===== config.mk =====
export PLATFORM = sky130hd
export DESIGN_NAME = lc4_divider_seq
export DESIGN_NICKNAME = d
export VERILOG_FILES = /design/src/rtl/lc4_div_pkg.sv /design/src/rtl/lc4_divider_one_iter.sv /design/src/rtl/lc4_divider_seq.sv
export SDC_FILE = /design/constraint.sdc
export NUM_CORES = 1
export LEC_CHECK = 0
export ABC_AREA = 1
export ABC_CLOCK_PERIOD_IN_PS = 3600
export BUFFER_PORTS_ARGS = -buffer_cell sky130_fd_sc_hd__buf_2
export CAP_MARGIN = 15
export CORE_MARGIN = 1.5
export CORE_UTILIZATION = 60
export CTS_CLUSTER_DIAMETER = 100
export DETAILED_ROUTE_END_ITERATION = 12
export GPL_ROUTABILITY_DRIVEN = 0
export PLACE_DENSITY = 0.95
export SLEW_MARGIN = 20
export SYNTH_ARGS = -nofsm -noshare
export SYNTH_HDL_FRONTEND = slang
export SYNTH_SLANG_ARGS = --single-unit

===== constraint.sdc =====
create_clock -name clk -period 3.6 [get_ports clk]
set_input_delay 0.9 -clock clk [delete_from_list [all_inputs] [get_ports clk]]
set_output_delay 0.9 -clock clk [all_outputs]
set_load 0.01 [all_outputs]

===== src/rtl/lc4_div_pkg.sv =====
// lc4_div_pkg: shared constants, FSM state encoding and sizing helpers for the
// LC4 sequential divider.
//   DIV_W      : datapath width (16-bit unsigned arithmetic)
//   state_e    : divider FSM states
//   div_steps  : number of clock cycles (N) needed for ITERS_PER_CYCLE
//   div_cnt_w  : width of the iteration counter (at least 1 bit)
package lc4_div_pkg;

  localparam int DIV_W = 16;

  typedef enum logic [1:0] {
    IDLE = 2'd0,
    CALC = 2'd1,
    DONE = 2'd2
  } state_e;

  function automatic int div_steps(input int iters);
    return DIV_W / iters;
  endfunction

  function automatic int div_cnt_w(input int iters);
    int n;
    n = DIV_W / iters;
    return (n <= 2) ? 1 : $clog2(n);
  endfunction

endpackage


===== src/rtl/lc4_divider_one_iter.sv =====
// lc4_divider_one_iter: one combinational restoring-division step.
//   i_dividend  : dividend bits still to be shifted in (MSB consumed here)
//   i_divisor   : divisor
//   i_remainder : partial remainder so far
//   i_quotient  : partial quotient so far
//   o_dividend  : dividend shifted left by one
//   o_remainder : updated partial remainder
//   o_quotient  : quotient shifted left with the new quotient bit
module lc4_divider_one_iter
  import lc4_div_pkg::*;
(
  input  logic [DIV_W-1:0] i_dividend,
  input  logic [DIV_W-1:0] i_divisor,
  input  logic [DIV_W-1:0] i_remainder,
  input  logic [DIV_W-1:0] i_quotient,
  output logic [DIV_W-1:0] o_dividend,
  output logic [DIV_W-1:0] o_remainder,
  output logic [DIV_W-1:0] o_quotient
);

  // The shifted remainder keeps its carry bit so that divisors >= 0x8000
  // compare correctly.
  logic [DIV_W:0]   rem_shift;
  logic [DIV_W-1:0] rem_sub;
  logic             ge;

  always_comb begin
    rem_shift = {i_remainder, i_dividend[DIV_W-1]};
    ge        = (rem_shift >= {1'b0, i_divisor});
    // When ge holds the true difference is < 2^16, so the low bits suffice.
    rem_sub   = rem_shift[DIV_W-1:0] - i_divisor;
    o_dividend  = i_dividend << 1;
    o_quotient  = (i_quotient << 1) | {{(DIV_W-1){1'b0}}, ge};
    o_remainder = ge ? rem_sub : rem_shift[DIV_W-1:0];
  end

endmodule


===== src/rtl/lc4_divider_seq.sv =====
// lc4_divider_seq: multi-cycle 16-bit unsigned divider shared by two
// requesters with round-robin arbitration and a valid/ready result handshake.
// Divide-by-zero returns quotient = 0 and remainder = 0.
//   clk, rst_n                  : clock, asynchronous active-low reset
//   i_req_valid[1:0]            : per-requester request valid
//   i_dividend_k, i_divisor_k   : requester k operands
//   o_req_ready[1:0]            : one-hot grant (only in IDLE)
//   o_resp_valid, o_resp_id     : result valid and owning requester
//   o_quotient, o_remainder     : registered result
//   i_resp_ready                : consumer accepts the result
//   o_busy                      : high while calculating or holding a result
module lc4_divider_seq
  import lc4_div_pkg::*;
#(
  parameter int ITERS_PER_CYCLE = 1
) (
  input  logic             clk,
  input  logic             rst_n,
  input  logic [1:0]       i_req_valid,
  input  logic [DIV_W-1:0] i_dividend_0,
  input  logic [DIV_W-1:0] i_divisor_0,
  input  logic [DIV_W-1:0] i_dividend_1,
  input  logic [DIV_W-1:0] i_divisor_1,
  output logic [1:0]       o_req_ready,
  output logic             o_resp_valid,
  output logic             o_resp_id,
  output logic [DIV_W-1:0] o_quotient,
  output logic [DIV_W-1:0] o_remainder,
  input  logic             i_resp_ready,
  output logic             o_busy
);

  localparam int N     = div_steps(ITERS_PER_CYCLE);
  localparam int CNT_W = div_cnt_w(ITERS_PER_CYCLE);
  localparam logic [CNT_W-1:0] CNT_LAST = CNT_W'(N - 1);

  state_e           state_q, state_d;
  logic             last_grant_q, last_grant_d;
  logic             id_q, id_d;
  logic [DIV_W-1:0] dividend_q, dividend_d;
  logic [DIV_W-1:0] divisor_q, divisor_d;
  logic [DIV_W-1:0] rem_q, rem_d;
  logic [DIV_W-1:0] quo_q, quo_d;
  logic [CNT_W-1:0] cnt_q, cnt_d;
  logic             resp_id_q, resp_id_d;
  logic [DIV_W-1:0] quotient_q, quotient_d;
  logic [DIV_W-1:0] remainder_q, remainder_d;
  logic [1:0]       grant;

  // Combinational chain of ITERS_PER_CYCLE division steps fed by the
  // working registers; element 0 is the register value, the last element
  // is what gets written back on the clock edge.
  logic [DIV_W-1:0] chain_dvd [ITERS_PER_CYCLE+1];
  logic [DIV_W-1:0] chain_rem [ITERS_PER_CYCLE+1];
  logic [DIV_W-1:0] chain_quo [ITERS_PER_CYCLE+1];

  assign chain_dvd[0] = dividend_q;
  assign chain_rem[0] = rem_q;
  assign chain_quo[0] = quo_q;

  generate
    for (genvar gi = 0; gi < ITERS_PER_CYCLE; gi++) begin : g_iter
      lc4_divider_one_iter u_iter (
        .i_dividend  (chain_dvd[gi]),
        .i_divisor   (divisor_q),
        .i_remainder (chain_rem[gi]),
        .i_quotient  (chain_quo[gi]),
        .o_dividend  (chain_dvd[gi+1]),
        .o_remainder (chain_rem[gi+1]),
        .o_quotient  (chain_quo[gi+1])
      );
    end
  endgenerate

  // Round-robin arbiter: a contested grant goes to the requester that was
  // not served last.
  always_comb begin
    grant = 2'b00;
    if (state_q == IDLE) begin
      case (i_req_valid)
        2'b01:   grant = 2'b01;
        2'b10:   grant = 2'b10;
        2'b11:   grant = last_grant_q ? 2'b01 : 2'b10;
        default: grant = 2'b00;
      endcase
    end
  end

  always_comb begin
    state_d      = state_q;
    last_grant_d = last_grant_q;
    id_d         = id_q;
    dividend_d   = dividend_q;
    divisor_d    = divisor_q;
    rem_d        = rem_q;
    quo_d        = quo_q;
    cnt_d        = cnt_q;
    resp_id_d    = resp_id_q;
    quotient_d   = quotient_q;
    remainder_d  = remainder_q;
    case (state_q)
      IDLE: begin
        if (grant != 2'b00) begin
          id_d         = grant[1];
          last_grant_d = grant[1];
          dividend_d   = grant[1] ? i_dividend_1 : i_dividend_0;
          divisor_d    = grant[1] ? i_divisor_1  : i_divisor_0;
          rem_d        = '0;
          quo_d        = '0;
          cnt_d        = '0;
          state_d      = CALC;
        end
      end
      CALC: begin
        dividend_d = chain_dvd[ITERS_PER_CYCLE];
        rem_d      = chain_rem[ITERS_PER_CYCLE];
        quo_d      = chain_quo[ITERS_PER_CYCLE];
        cnt_d      = cnt_q + 1'b1;
        if (cnt_q == CNT_LAST) begin
          state_d   = DONE;
          resp_id_d = id_q;
          // A zero divisor would leave an all-ones quotient; discard it.
          if (divisor_q == '0) begin
            quotient_d  = '0;
            remainder_d = '0;
          end else begin
            quotient_d  = chain_quo[ITERS_PER_CYCLE];
            remainder_d = chain_rem[ITERS_PER_CYCLE];
          end
        end
      end
      DONE: begin
        if (i_resp_ready) begin
          state_d = IDLE;
        end
      end
      default: state_d = IDLE;
    endcase
  end

  always_ff @(posedge clk or negedge rst_n) begin
    if (!rst_n) begin
      state_q      <= IDLE;
      last_grant_q <= 1'b1;
      id_q         <= 1'b0;
      dividend_q   <= '0;
      divisor_q    <= '0;
      rem_q        <= '0;
      quo_q        <= '0;
      cnt_q        <= '0;
      resp_id_q    <= 1'b0;
      quotient_q   <= '0;
      remainder_q  <= '0;
    end else begin
      state_q      <= state_d;
      last_grant_q <= last_grant_d;
      id_q         <= id_d;
      dividend_q   <= dividend_d;
      divisor_q    <= divisor_d;
      rem_q        <= rem_d;
      quo_q        <= quo_d;
      cnt_q        <= cnt_d;
      resp_id_q    <= resp_id_d;
      quotient_q   <= quotient_d;
      remainder_q  <= remainder_d;
    end
  end

  assign o_req_ready  = grant;
  assign o_resp_valid = (state_q == DONE);
  assign o_busy       = (state_q == CALC) || (state_q == DONE);
  assign o_resp_id    = resp_id_q;
  assign o_quotient   = quotient_q;
  assign o_remainder  = remainder_q;

endmodule


==> metrics.cfg <==
[status]
status=finished, final reports clean

[synth]
ys_seq_elements=104
yosys-top-cells-area=dfrtp_1 45%, nand2_1 17%, inv_1 6.9%
synth_edf_count=0
yosys_warnings=0
async_flop_share_pct=100
ys.flop_type=dfrtp_1
syn-cell-area_sq_um=5780
yosysMostFrequentCell=nand2_1
syn_inst=736
syn-num-nets=826
synth_top_area_cell=dfrtp_1
synthDistinctLibCells=38
yosysSeqAreaShare_pct=45.1
synth_common_cells=255 x nand2_1, 106 x inv_1, 103 x dfrtp_1
postSynthAreaPerCell_sq_um=7.85
yosysTopAreaCellShare_pct=44.6

[critical_path]
critPathLaunchType=flip-flop
reg2reg_slack_ps=950
required_ps=2700
worstReg2RegEnd=dividend_q[12]$_DFFE_PN0P_
cp-end-kind=primary output
criticalPathCategory=flip-flop to primary output
crit_path_max_incr_delay_ps=420
cpMaxStageDelayCell=dfrtp_1
critPathArrivalTime_ps=2010
cp_common_cell=inv_1
r2r-start=state_q[0]$_DFFE_PN0P_
rr_worst_depth=8
crit_fanout=19
crit_chain=inv_1 > ha_1 > nand3_4 > inv_1 > buf_2

[clock_network]
cts_tree=yes
cts_made_buffers=9
cts_resized=0
post_cts_buffers=0
clkTransAtPathRegs_ps=110
clk_path_buf_depth=2
clk_latency_ps=390
ctsRootBufferMaster=clkbuf_8
htreeDepth=3
clock-sinks=104
cts_hold_buf=0

[worst_hold_path]
hold_end=o_remainder[5]$_DFFE_PN0P_
worstHoldStart=o_remainder[5]$_DFFE_PN0P_
hold_path_class=flip-flop to flip-flop
hold_depth=2

[power_and_ir_drop]
seqPwrFrac_pct=31.7
power.switching_mw=2.39
peakVddDrop_mv=0.555
fin_total_pwr_mw=4.96
sw_frac_of_total_pct=48.2
pwr_density_cell_nw_per_um2=751
combPwrFrac_pct=53.4
clkPwrFrac_pct=14.9
p_int_mw=2.57
power.leakage_nw=3.69

[floorplanning]
rows=35
die_x_microns=101
die_area_sq_um=10200
coreArea_sq_um=9280
die_y_microns=101
io_pins=106
initial_core_util_pct=62.2

[sta]
rsz0062_at_grt=false
hold_viol_final=0
fin_skew_ps=23.8
fin_crit_sh_pct=80.8
relSlewSlack_pct=51.3
max_freq_ghz=0.344
finalWorstSetupSlack_ps=690
setup-tns-final_ps=0
max_slew.worst_pin.slew_ps=728
slew_violations=0
post-route-min-period_ps=2910
setup_viol=0

[global_route]
grt_use_total_pct=29.6
grt_pass1_vias=5281
grt-ovfl-total=0
grt_max_degree=55
antenna_found_initial=0
grt_pass1_wl_microns=23700

[placed_design]
portBuffers=105
dpl.hpwl_microns=10100
dpl_worst_slack_ps=689

[finish]
diodes=0
drive_gt1_share_pct=20.0
final_util_pct=71.1
area_growth_pct=14.2
nets=923

[detailed_routing]
wl_per_cell_microns=14.4
drt-pass1-iter-count=5
dr.first_iter.drc_count=355
drcViolationCount=0
vias_per_cell=5.48
ant_nets=0
wirelength_microns=14000
num_vias=5295

[run]
max-cap-violations=0

## cell families (layout without fill, tap and decap cells)
kind of cell,after synthesis,in the layout,share of synthesized area [%]
compound gates,99,99,11.1
mux,5,5,0.866
fa+ha+maj,21,21,4.68
flops,104,104,45.1
simple gates,364,364,27.9
buf+inv,138,240,9.70
xor+xnor,5,5,0.758
## power by group through the flow
stage / combinational [mW] / clock [mW] / sequential [mW]
3_5_place_dp: 2.57 / 0 / 1.58
2_1_floorplan: 2.03 / 0 / 1.55
3_3_place_gp: 2.49 / 0 / 1.57
6_report: 2.65 / 0.737 / 1.57
5_1_grt: 2.97 / 0.789 / 1.60
4_1_cts: 2.61 / 0.746 / 1.57
## worst max-delay path, delay by kind of cell, from the launching register on
kind	cells	cell delay, ps
DFF	1	420
and+or+nand+nor	1	230
buffers and inverters	3	700
adders and majority gates	1	270
## cell type report
class,instances,area (sq um)
Clock inverter,7,85.1
Sequential cell,104,2600
Inverter,113,424
Tap cell,129,161
Timing Repair Buffer,111,586
Multi-Input combinational cell,494,2610
Fill cell,699,2690
Clock buffer,9,124
## flip-flops by register name, indices dropped and copies added (netlist names)
signal,count
dividend_q,16
divisor_q,16
o_quotient,16
o_remainder,16
rem_q,16
quo_q,15
cnt_q,4
state_q,2
id_q,1
last_grant_q,1
o_resp_id,1
## routing by layer
metal  vias to the layer above  track usage [%]  share of wire, %
li1                       2555                -                 -
met1                      2469             36.3                39
met2                       217             50.7                50
met3                        54             4.83               6.3
met4                         0             15.3               4.4
met5                         -                0                 0
## metrics by stage
stage | cell area (sq um) | hold WS, ps | std cells
2_1_floorplan | 5780 | 454 | 736
3_3_place_gp | 6390 | 458 | 951
3_5_place_dp | 6390 | 460 | 951
4_1_cts | 6600 | 487 | 967
5_1_grt | 6600 | 519 | 967
6_report | 6600 | 481 | 967
## placed cells by master (no fill, tap or decap), types with 9 or more instances in the layout
cell,n
inv_1,106
o221ai_1,13
o211ai_1,25
nor2_1,17
dfrtp_1,103
a21oi_1,14
nand2_1,255
or2_2,10
ha_1,20
buf_2,104
clkbuf_8,9
o21ai_0,24
o22ai_1,16
nand3_1,38
## worst max path at each step
stage / start / to / slack (ps) / cells past startpoint
6_report: state_q[0]$_DFFE_PN0P_ / o_req_ready[1] / 690 / 5
5_1_grt: state_q[0]$_DFFE_PN0P_ / o_req_ready[1] / 480 / 5
4_1_cts: state_q[0]$_DFFE_PN0P_ / o_req_ready[1] / 670 / 5
3_5_place_dp: i_req_valid[0] / dividend_q[12]$_DFFE_PN0P_ / 690 / 8
3_3_place_gp: i_req_valid[0] / cnt_q[3]$_DFFE_PN0P_ / 780 / 9
2_1_floorplan: i_req_valid[0] / o_req_ready[1] / 990 / 6
Power figures use the tool's default switching activity.
